### config.mk
export PLATFORM = sky130hd
export DESIGN_NAME = bw_ctu_tsr_scan
export DESIGN_NICKNAME = d
export VERILOG_FILES = /design/src/rtl/bw_ctu_tsr_scan.sv
export SDC_FILE = /design/constraint.sdc
export NUM_CORES = 1
export LEC_CHECK = 0
export ABC_AREA = 1
export BUFFER_PORTS_ARGS = -buffer_cell sky130_fd_sc_hd__buf_2
export CAP_MARGIN = 10
export CORE_ASPECT_RATIO = 1.25
export CORE_MARGIN = 2
export CORE_UTILIZATION = 53
export CTS_CLUSTER_DIAMETER = 100
export CTS_CLUSTER_SIZE = 8
export DETAILED_ROUTE_END_ITERATION = 6
export GPL_ROUTABILITY_DRIVEN = 0
export PLACE_DENSITY = 0.73
export SYNTH_ARGS = -nofsm -noshare
export SYNTH_HDL_FRONTEND = slang
export SYNTH_SLANG_ARGS = --single-unit
### constraint.sdc
create_clock -name jclk -period 1.69 [get_ports jclk]
set_input_delay 0.2535 -clock jclk [delete_from_list [all_inputs] [get_ports jclk]]
set_output_delay 0.2535 -clock jclk [all_outputs]
set_load 0.1 [all_outputs]
### src/rtl/bw_ctu_tsr_scan.sv
// ---------------------------------------------------------------------------
// bw_ctu_tsr_scan
// Sequential scan of the tempsensor test channels. For every channel the
// analog mux is switched, allowed to settle, the synchronized comparator
// output is counted over a programmable window, and the count is offered
// through a valid/ready result port. A done pulse marks the end of a scan.
//
// Optional feature: define CTU_TSR_ABORT_EN to add the abort input, which
// returns any active scan to IDLE on the next edge without a done pulse.
//
// Ports
//   jclk     in   clock, all state on rising edge
//   arst     in   asynchronous active-high reset
//   abort    in   scan abort (only with CTU_TSR_ABORT_EN)
//   start    in   single-cycle scan request, honoured in IDLE only
//   win      in   sample window in cycles, latched at start (0 acts as 1)
//   tsr_cmp  in   asynchronous comparator output from the pad
//   tsr_sel  out  one-hot analog mux select (all-zero in IDLE)
//   busy     out  high whenever the FSM is not in IDLE
//   res_vld  out  result valid
//   res_rdy  in   result accepted
//   res_ch   out  channel of the current result
//   res_cnt  out  sampled-high cycles in the window
//   done     out  one-cycle pulse after the last result is accepted
// ---------------------------------------------------------------------------
module bw_ctu_tsr_scan #(
  parameter int unsigned CH_W   = 2,
  parameter int unsigned CNT_W  = 8,
  parameter int unsigned SETTLE = 16
) (
  input  logic                   jclk,
  input  logic                   arst,
`ifdef CTU_TSR_ABORT_EN
  input  logic                   abort,
`endif
  input  logic                   start,
  input  logic [CNT_W-1:0]       win,
  input  logic                   tsr_cmp,
  output logic [(2**CH_W)-1:0]   tsr_sel,
  output logic                   busy,
  output logic                   res_vld,
  input  logic                   res_rdy,
  output logic [CH_W-1:0]        res_ch,
  output logic [CNT_W-1:0]       res_cnt,
  output logic                   done
);

  localparam int unsigned NCH   = 2**CH_W;
  localparam int unsigned SET_W = 8;
  localparam logic [SET_W-1:0] SETTLE_LD = SET_W'(SETTLE - 1);
  localparam logic [CH_W-1:0]  CH_LAST   = CH_W'(NCH - 1);

  typedef enum logic [1:0] {
    ST_IDLE   = 2'd0,
    ST_SETTLE = 2'd1,
    ST_SAMPLE = 2'd2,
    ST_REPORT = 2'd3
  } state_t;

  state_t             r_state, w_state_nxt;
  logic [CH_W-1:0]    r_ch, w_ch_nxt;
  logic [SET_W-1:0]   r_scnt, w_scnt_nxt;
  logic [CNT_W-1:0]   r_wcnt, w_wcnt_nxt;
  logic [CNT_W-1:0]   r_win, w_win_nxt;
  logic [CNT_W-1:0]   r_ones, w_ones_nxt;
  logic [CH_W-1:0]    r_res_ch, w_res_ch_nxt;
  logic [CNT_W-1:0]   r_res_cnt, w_res_cnt_nxt;
  logic               w_done_nxt;
  logic               w_abort;
  logic [CNT_W-1:0]   w_ones_inc;

  logic               r_sync1, r_sync2;
  logic [NCH-1:0]     r_sel;
  logic               r_busy, r_res_vld, r_done;

`ifdef CTU_TSR_ABORT_EN
  assign w_abort = abort;
`else
  assign w_abort = 1'b0;
`endif

  // Two-flop synchronizer for the asynchronous comparator output
  always_ff @(posedge jclk or posedge arst) begin
    if (arst) begin
      r_sync1 <= 1'b0;
      r_sync2 <= 1'b0;
    end else begin
      r_sync1 <= tsr_cmp;
      r_sync2 <= r_sync1;
    end
  end

  // Running count including this cycle's synchronized sample
  assign w_ones_inc = r_ones + {{(CNT_W-1){1'b0}}, r_sync2};

  // Next-state and datapath decode
  always_comb begin
    w_state_nxt   = r_state;
    w_ch_nxt      = r_ch;
    w_scnt_nxt    = r_scnt;
    w_wcnt_nxt    = r_wcnt;
    w_win_nxt     = r_win;
    w_ones_nxt    = r_ones;
    w_res_ch_nxt  = r_res_ch;
    w_res_cnt_nxt = r_res_cnt;
    w_done_nxt    = 1'b0;

    unique case (r_state)
      ST_IDLE: begin
        if (start) begin
          w_state_nxt = ST_SETTLE;
          w_ch_nxt    = '0;
          w_scnt_nxt  = SETTLE_LD;
          w_win_nxt   = (win == '0) ? CNT_W'(1) : win;
        end
      end
      ST_SETTLE: begin
        if (r_scnt == '0) begin
          w_state_nxt = ST_SAMPLE;
          w_ones_nxt  = '0;
          w_wcnt_nxt  = r_win - CNT_W'(1);
        end else begin
          w_scnt_nxt = r_scnt - SET_W'(1);
        end
      end
      ST_SAMPLE: begin
        w_ones_nxt = w_ones_inc;
        if (r_wcnt == '0) begin
          w_state_nxt   = ST_REPORT;
          w_res_ch_nxt  = r_ch;
          w_res_cnt_nxt = w_ones_inc;
        end else begin
          w_wcnt_nxt = r_wcnt - CNT_W'(1);
        end
      end
      ST_REPORT: begin
        if (res_rdy) begin
          if (r_ch == CH_LAST) begin
            w_state_nxt = ST_IDLE;
            w_done_nxt  = 1'b1;
          end else begin
            w_state_nxt = ST_SETTLE;
            w_ch_nxt    = r_ch + CH_W'(1);
            w_scnt_nxt  = SETTLE_LD;
          end
        end
      end
      default: w_state_nxt = ST_IDLE;
    endcase

    // Abort outranks the result handshake and never produces done
    if (w_abort && (r_state != ST_IDLE)) begin
      w_state_nxt = ST_IDLE;
      w_done_nxt  = 1'b0;
    end
  end

  // State and datapath registers
  always_ff @(posedge jclk or posedge arst) begin
    if (arst) begin
      r_state   <= ST_IDLE;
      r_ch      <= '0;
      r_scnt    <= '0;
      r_wcnt    <= '0;
      r_win     <= '0;
      r_ones    <= '0;
      r_res_ch  <= '0;
      r_res_cnt <= '0;
    end else begin
      r_state   <= w_state_nxt;
      r_ch      <= w_ch_nxt;
      r_scnt    <= w_scnt_nxt;
      r_wcnt    <= w_wcnt_nxt;
      r_win     <= w_win_nxt;
      r_ones    <= w_ones_nxt;
      r_res_ch  <= w_res_ch_nxt;
      r_res_cnt <= w_res_cnt_nxt;
    end
  end

  // Output registers follow the next state so they line up with r_state
  always_ff @(posedge jclk or posedge arst) begin
    if (arst) begin
      r_sel     <= '0;
      r_busy    <= 1'b0;
      r_res_vld <= 1'b0;
      r_done    <= 1'b0;
    end else begin
      r_sel     <= (w_state_nxt != ST_IDLE) ? (NCH'(1) << w_ch_nxt) : '0;
      r_busy    <= (w_state_nxt != ST_IDLE);
      r_res_vld <= (w_state_nxt == ST_REPORT);
      r_done    <= w_done_nxt;
    end
  end

  assign tsr_sel = r_sel;
  assign busy    = r_busy;
  assign res_vld = r_res_vld;
  assign res_ch  = r_res_ch;
  assign res_cnt = r_res_cnt;
  assign done    = r_done;

endmodule

## Word level (Yosys, flattened, before mapping)

Cells that the tools add are included.
W data, S select, Z words.

| word-level totals | value |
|---|---|
| word-level logic and storage cells | 68 |
| output and inout port bits | 17 |
| flip-flop bits (word level) | 55 |

| cells by class | value |
|---|---|
| multiplexer cells | 25 |
| reduce and logical (&&, ||, !) cells | 12 |
| shifts and indexed selects | 1 |
| equality and inequality tests | 11 |
| add/sub/neg operators | 5 |

Operators with widths:

| kind | count |
|---|---|
| $mux W8 | 8 |
| $pmux W8 S2 | 2 |
| $logic_not A8 Y1 | 3 |
| $pmux W8 S3 | 1 |
| $sub A8 B1 Y8 const B | 3 |
| $mux W2 | 7 |
| $ne A2 B2 Y1 const B | 6 |
| $add A8 B1 Y8 | 1 |
| $eq A2 B2 Y1 const B | 4 |
| $pmux W2 S4 | 1 |
| $reduce_and A2 Y1 | 3 |
| $reduce_and A5 Y1 | 1 |
| $mux W1 | 4 |
| $mux W4 | 1 |
| $pmux W2 S2 | 1 |
| $reduce_bool A2 Y1 | 2 |
| $shl A1 B2 Y4 const A | 1 |
| $reduce_and A3 Y1 | 1 |
| $reduce_bool A3 Y1 | 1 |
| $add A2 B1 Y2 const B | 1 |
| $eq A2 B1 Y1 const B | 1 |
| $logic_not A2 Y1 | 1 |

## Depth between registers and ports, before layout

| logic depth | value |
|---|---|
| depth in word-level cells | 6 |
| depth in mapped cells | 13 |

## Worst setup path after synthesis

Ideal clock, no wire load.

| timing | value |
|---|---|
| kind | register to register |
| from | register r_state[0] |
| to | register r_wcnt[4] |
| stages on the path, launching flop included | 11 |
| slack | -123 ps |
| setup time | 83 ps |
| required time | 1607 ps |
| arrival | 1731 ps |
| period minus slack after synthesis | 1813 ps |
| path through | dfrtp_1 inv_1 ha_1 buf_6 o21ai_2 inv_1 ha_1 inv_1 nor2_1 xor2_1 o21ai_0 |

| between the ends | value |
|---|---|
| longest elaborated chain between the ends | 3 |

RTL lines:

| what | RTL line | RTL |
|---|---|---|
| start, declared | 60 | `state_t r_state, w_state_nxt;` |
| start signal, assigned | 170 | `r_state <= w_state_nxt;` |
| $eq A2 B2 Y1 / $eq A2 B1 Y1 (equally long branches) | 108 | `unique case (r_state)` |
| $ne A2 B2 Y1 (no line) / $reduce_bool A2 Y1 (equally long branches) | -- |  |
| $reduce_and A3 Y1 (no line) | -- |  |
| end signal, assigned | 173 | `r_wcnt <= w_wcnt_nxt;` |
| end, declared | 63 | `logic [CNT_W-1:0] r_wcnt, w_wcnt_nxt;` |

Parallel ways exist; a longest one is shown, timed or not.
A chain may end at the register's enable or synchronous reset.

## Worst setup path after layout

| timing | value |
|---|---|
| from | register r_state[1] |
| to | register r_sel[0] (netlist: tsr_sel[0]) |

| between the ends | value |
|---|---|
| longest elaborated chain between the ends | 4 |

RTL lines:

| what | RTL line | RTL |
|---|---|---|
| $eq A2 B2 Y1 (tied with other cells) | 108 |  |
| $pmux W2 S4 (*) | 108 |  |
| net w_state_nxt[0] | 60 |  |
| $reduce_bool A2 Y1 (*) | 189 | `r_sel <= (w_state_nxt != ST_IDLE) ? (NCH'(1) << w_ch_nxt) : '0;` |
| $mux W4 (*) | 189 |  |
| end signal, assigned | 189 |  |
| end, declared | 73 | `logic [NCH-1:0] r_sel;` |

Mark *: on every way through the listed nets, which the timed path passes. The rest lies on a longest branch.

==> flow_metrics.tcl <==
set metrics [dict create \
    rsz0062_at_grt "yes" \
    grt_pass1_vias 2393 \
    hp-class "in2async" \
    hold_ws_ns -0.01234 \
    coreArea_um2 5080 \
    end_kind "register" \
    nets 428 \
    critPathArrivalTime_ns 1.92 \
    fin_skew_ns 0.01155 \
    required_ns 1.89 \
    met1_length_um 2645 \
    die-area_um2 5875 \
    synth_area_um2 2795 \
    rows 29 \
    synth.area.top_cells "dfrtp_1, nand2_1, o21ai_0" \
    fin_crit_ns 1.721 \
    synth_nets 365 \
    cap_violations 0 \
    area_delta_synth_final_pct 27.31 \
    slew_viol_final 0 \
    antenna_left 0 \
    drt_iter0_drc 175 \
    path_max_fanout 5 \
    p_sw_uw 2654 \
    num_antenna_cells 0 \
    switching_share_pct 43.78 \
    wl_met2_um 3282 \
    instances_no_fill 468 \
    hold_buffers 0 \
    start_util_pct 55.02 \
    clockBufferDepth 2 \
    place_hpwl_um 4147 \
    drtPass1Iterations 4 \
    drive_above_1_share_pct 29.56 \
    clk_pin_slew_ns 0.10 \
    pre_cts_ws_ns -0.04952 \
    synth_edf_count 0 \
    reg2reg_depth 9 \
    p_leak_uw 0.001801 \
    highest-signal-layer "met4" \
    place_inst 448 \
    io_buffer_count 29 \
    synth.most_common_cell "nand2_1" \
    synth-warning-count 0 \
    cts_made_buffers 5 \
    worst_path_max_delay_cell "dfrtp_2" \
    drc 0 \
    synthArstFlopShare_pct 100.0 \
    ys_types 33 \
    fillers 381 \
    dieHeight_um 85.20 \
    io_pins 30 \
    violations "hold timing, setup timing" \
    root_buffer "clkbuf_8" \
    setup_viol 5 \
    tritoncts "built" \
    r2r_start "r_state[1]" \
    worst_pin_slew_ns 0.4875 \
    sequentialPowerShare_pct 30.5 \
    overflow 0 \
    vias 2432 \
    worst_slack_ns -0.03074 \
    vdd_ir_drop_max_v 0.001234 \
    die_w_um 68.96 \
    wl_per_cell_um 13.32 \
    timing.rr.end "tsr_sel[0]" \
    grt_usage_pct 22.08 \
    viasPerCell 5.197 \
    grt_first_pass_wirelength_um 9991 \
    synth_common_cells "nand2_1, dfrtp_1, inv_1, o21ai_0, nor2_1" \
    syn_avg_cell_area_um2 8.173 \
    fmax_mhz 581.1 \
    antenna_found_initial 0 \
    cts_htree_levels 2 \
    worstSetupStartpointType "register" \
    hold_viol_final 15 \
    p_clk_share_pct 16.7 \
    rrSetupSlack_ns -0.03 \
    grt_max_degree 56 \
    crit_type "reg2reg" \
    combPwrFrac_pct 52.8 \
    p_per_area_nw_per_um2 1704 \
    max-slew-margin-rel_pct 67.72 \
    wl_met3_um 200 \
    synth_cells 342 \
    clock_latency_ns 0.31 \
    cell_internal_pwr_uw 3409 \
    yosys.area.top_type_share_pct 49.24 \
    wl_um 6236 \
    post-route-util_pct 70.05 \
    yosysSeqAreaShare_pct 49.24 \
    startpoint "r_state[1]" \
    fin_crit_sh_pct 101.8 \
    ys.flop_type "dfrtp_1" \
    yosysTopAreaCell "dfrtp_1" \
    cp_slowest_stage_delay_ns 0.45 \
    cp_cell_sequence "inv_2, ha_4, inv_2, or2_1, or2_1, nand3_1, nand3_2, nor2_4, nor2_1" \
    yosys_register_bits 55 \
    status "finished, violations left" \
    clock_sinks 55 \
]
## final cells by class
cell class,instances,area [µm²],share of cell area (%)
clock buffers,6,72.57,2.039
repair buffers,59,397.9,11.18
well taps,62,77.57,2.180
inverters,43,173.9,4.887
clock inverters,2,60.06,1.688
multi-input cells,241,1399,39.31
flip-flops and latches,55,1378,38.71
## flip-flops by register name, summed over array words and instances (netlist names)
signal / count
r_sync2: 1
res_cnt: 8
r_wcnt: 8
res_vld: 1
r_scnt: 8
r_win: 8
res_ch: 2
busy: 1
tsr_sel: 4
done: 1
r_sync1: 1
r_ones: 8
r_state: 2
r_ch: 2
## per-stage QoR
step,power (µW),setup TNS [ns],area (µm²)
2_1_floorplan,3676,0,2820
3_3_place_gp,4298,0,3174
3_5_place_dp,4362,-0.2337,3174
4_1_cts,5520,-0.1733,3367
5_1_grt,6452,-1.144,3558
6_report,6063,-0.1215,3558
## cells by family after synthesis
group                    count (synthesis)  synth area share, %
buffers and inverters                   47                6.714
XOR/XNOR                                11                3.447
adder cells (fa/ha/maj)                 10                4.476
AND/OR/NAND/NOR                        170                26.54
flip-flops                              55                49.24
AO/OA/AOI/OAI                           49                9.579
## power by group through the flow
| stage | Sequential (µW) | Combinational [µW] | Clock, µW |
|---|---|---|---|
| after floorplan | 2290 | 1390 | 0 |
| after global placement | 1840 | 2450 | 0 |
| after detailed placement | 1840 | 2520 | 0 |
| after CTS | 1820 | 2660 | 1030 |
| after global routing | 1880 | 3490 | 1080 |
| final | 1850 | 3200 | 1020 |
## worst max-delay path, delay by kind of cell, from the launching register on
family	cells	cell delay (ns)
AND/OR/NAND/NOR	6	0.89
buffers and inverters	2	0.14
adder cells (fa/ha/maj)	1	0.14
flip-flops	1	0.45
## layer usage
| layer | global-route usage (%) | vias to the layer above |
|---|---|---|
| met5 | 0 | - |
| met4 | 8.200 | 0 |
| met3 | 4.244 | 9 |
| met2 | 37.59 | 48 |
| met1 | 27.14 | 1155 |
| li1 | - | 1220 |
## worst max path at each step
stage / end / slack [ns] / cells past startpoint
floorplan: r_wcnt[4] / 0.03 / 11
global placement: tsr_sel[2] / 0.03 / 9
detailed placement: tsr_sel[0] / -0.05 / 9
CTS: tsr_sel[0] / -0.04 / 9
global route: r_wcnt[5] / -0.10 / 12
finish: tsr_sel[0] / -0.03 / 9
## timing repair
action,CTS,global route
endpoints found under the setup margin,9,28
pin swaps,5,20
cloned,0,1
resized for setup,8,50
buffers inserted,4,7
## placed cells by master (no fill, tap or decap), types with 2 or more instances in the layout
cell type,count
nand2_1,90
dfrtp_1,54
inv_1,30
o21ai_0,29
buf_2,29
buf_4,26
nand3_1,21
nor2_1,19
nand2_2,11
inv_2,10
xor2_1,10
o21ai_1,6
nor2_2,6
nand4_1,5
ha_1,5
clkbuf_8,5
nand2_4,4
o21ai_4,3
o21ai_2,3
nor3_1,3
nor2_4,3
ha_4,3
o21a_1,2
inv_4,2
or2_1,2
o21bai_1,2
o22ai_1,2
ha_2,2
bufinv_16,2
buf_6,2
(Power assumes the default switching activity.)
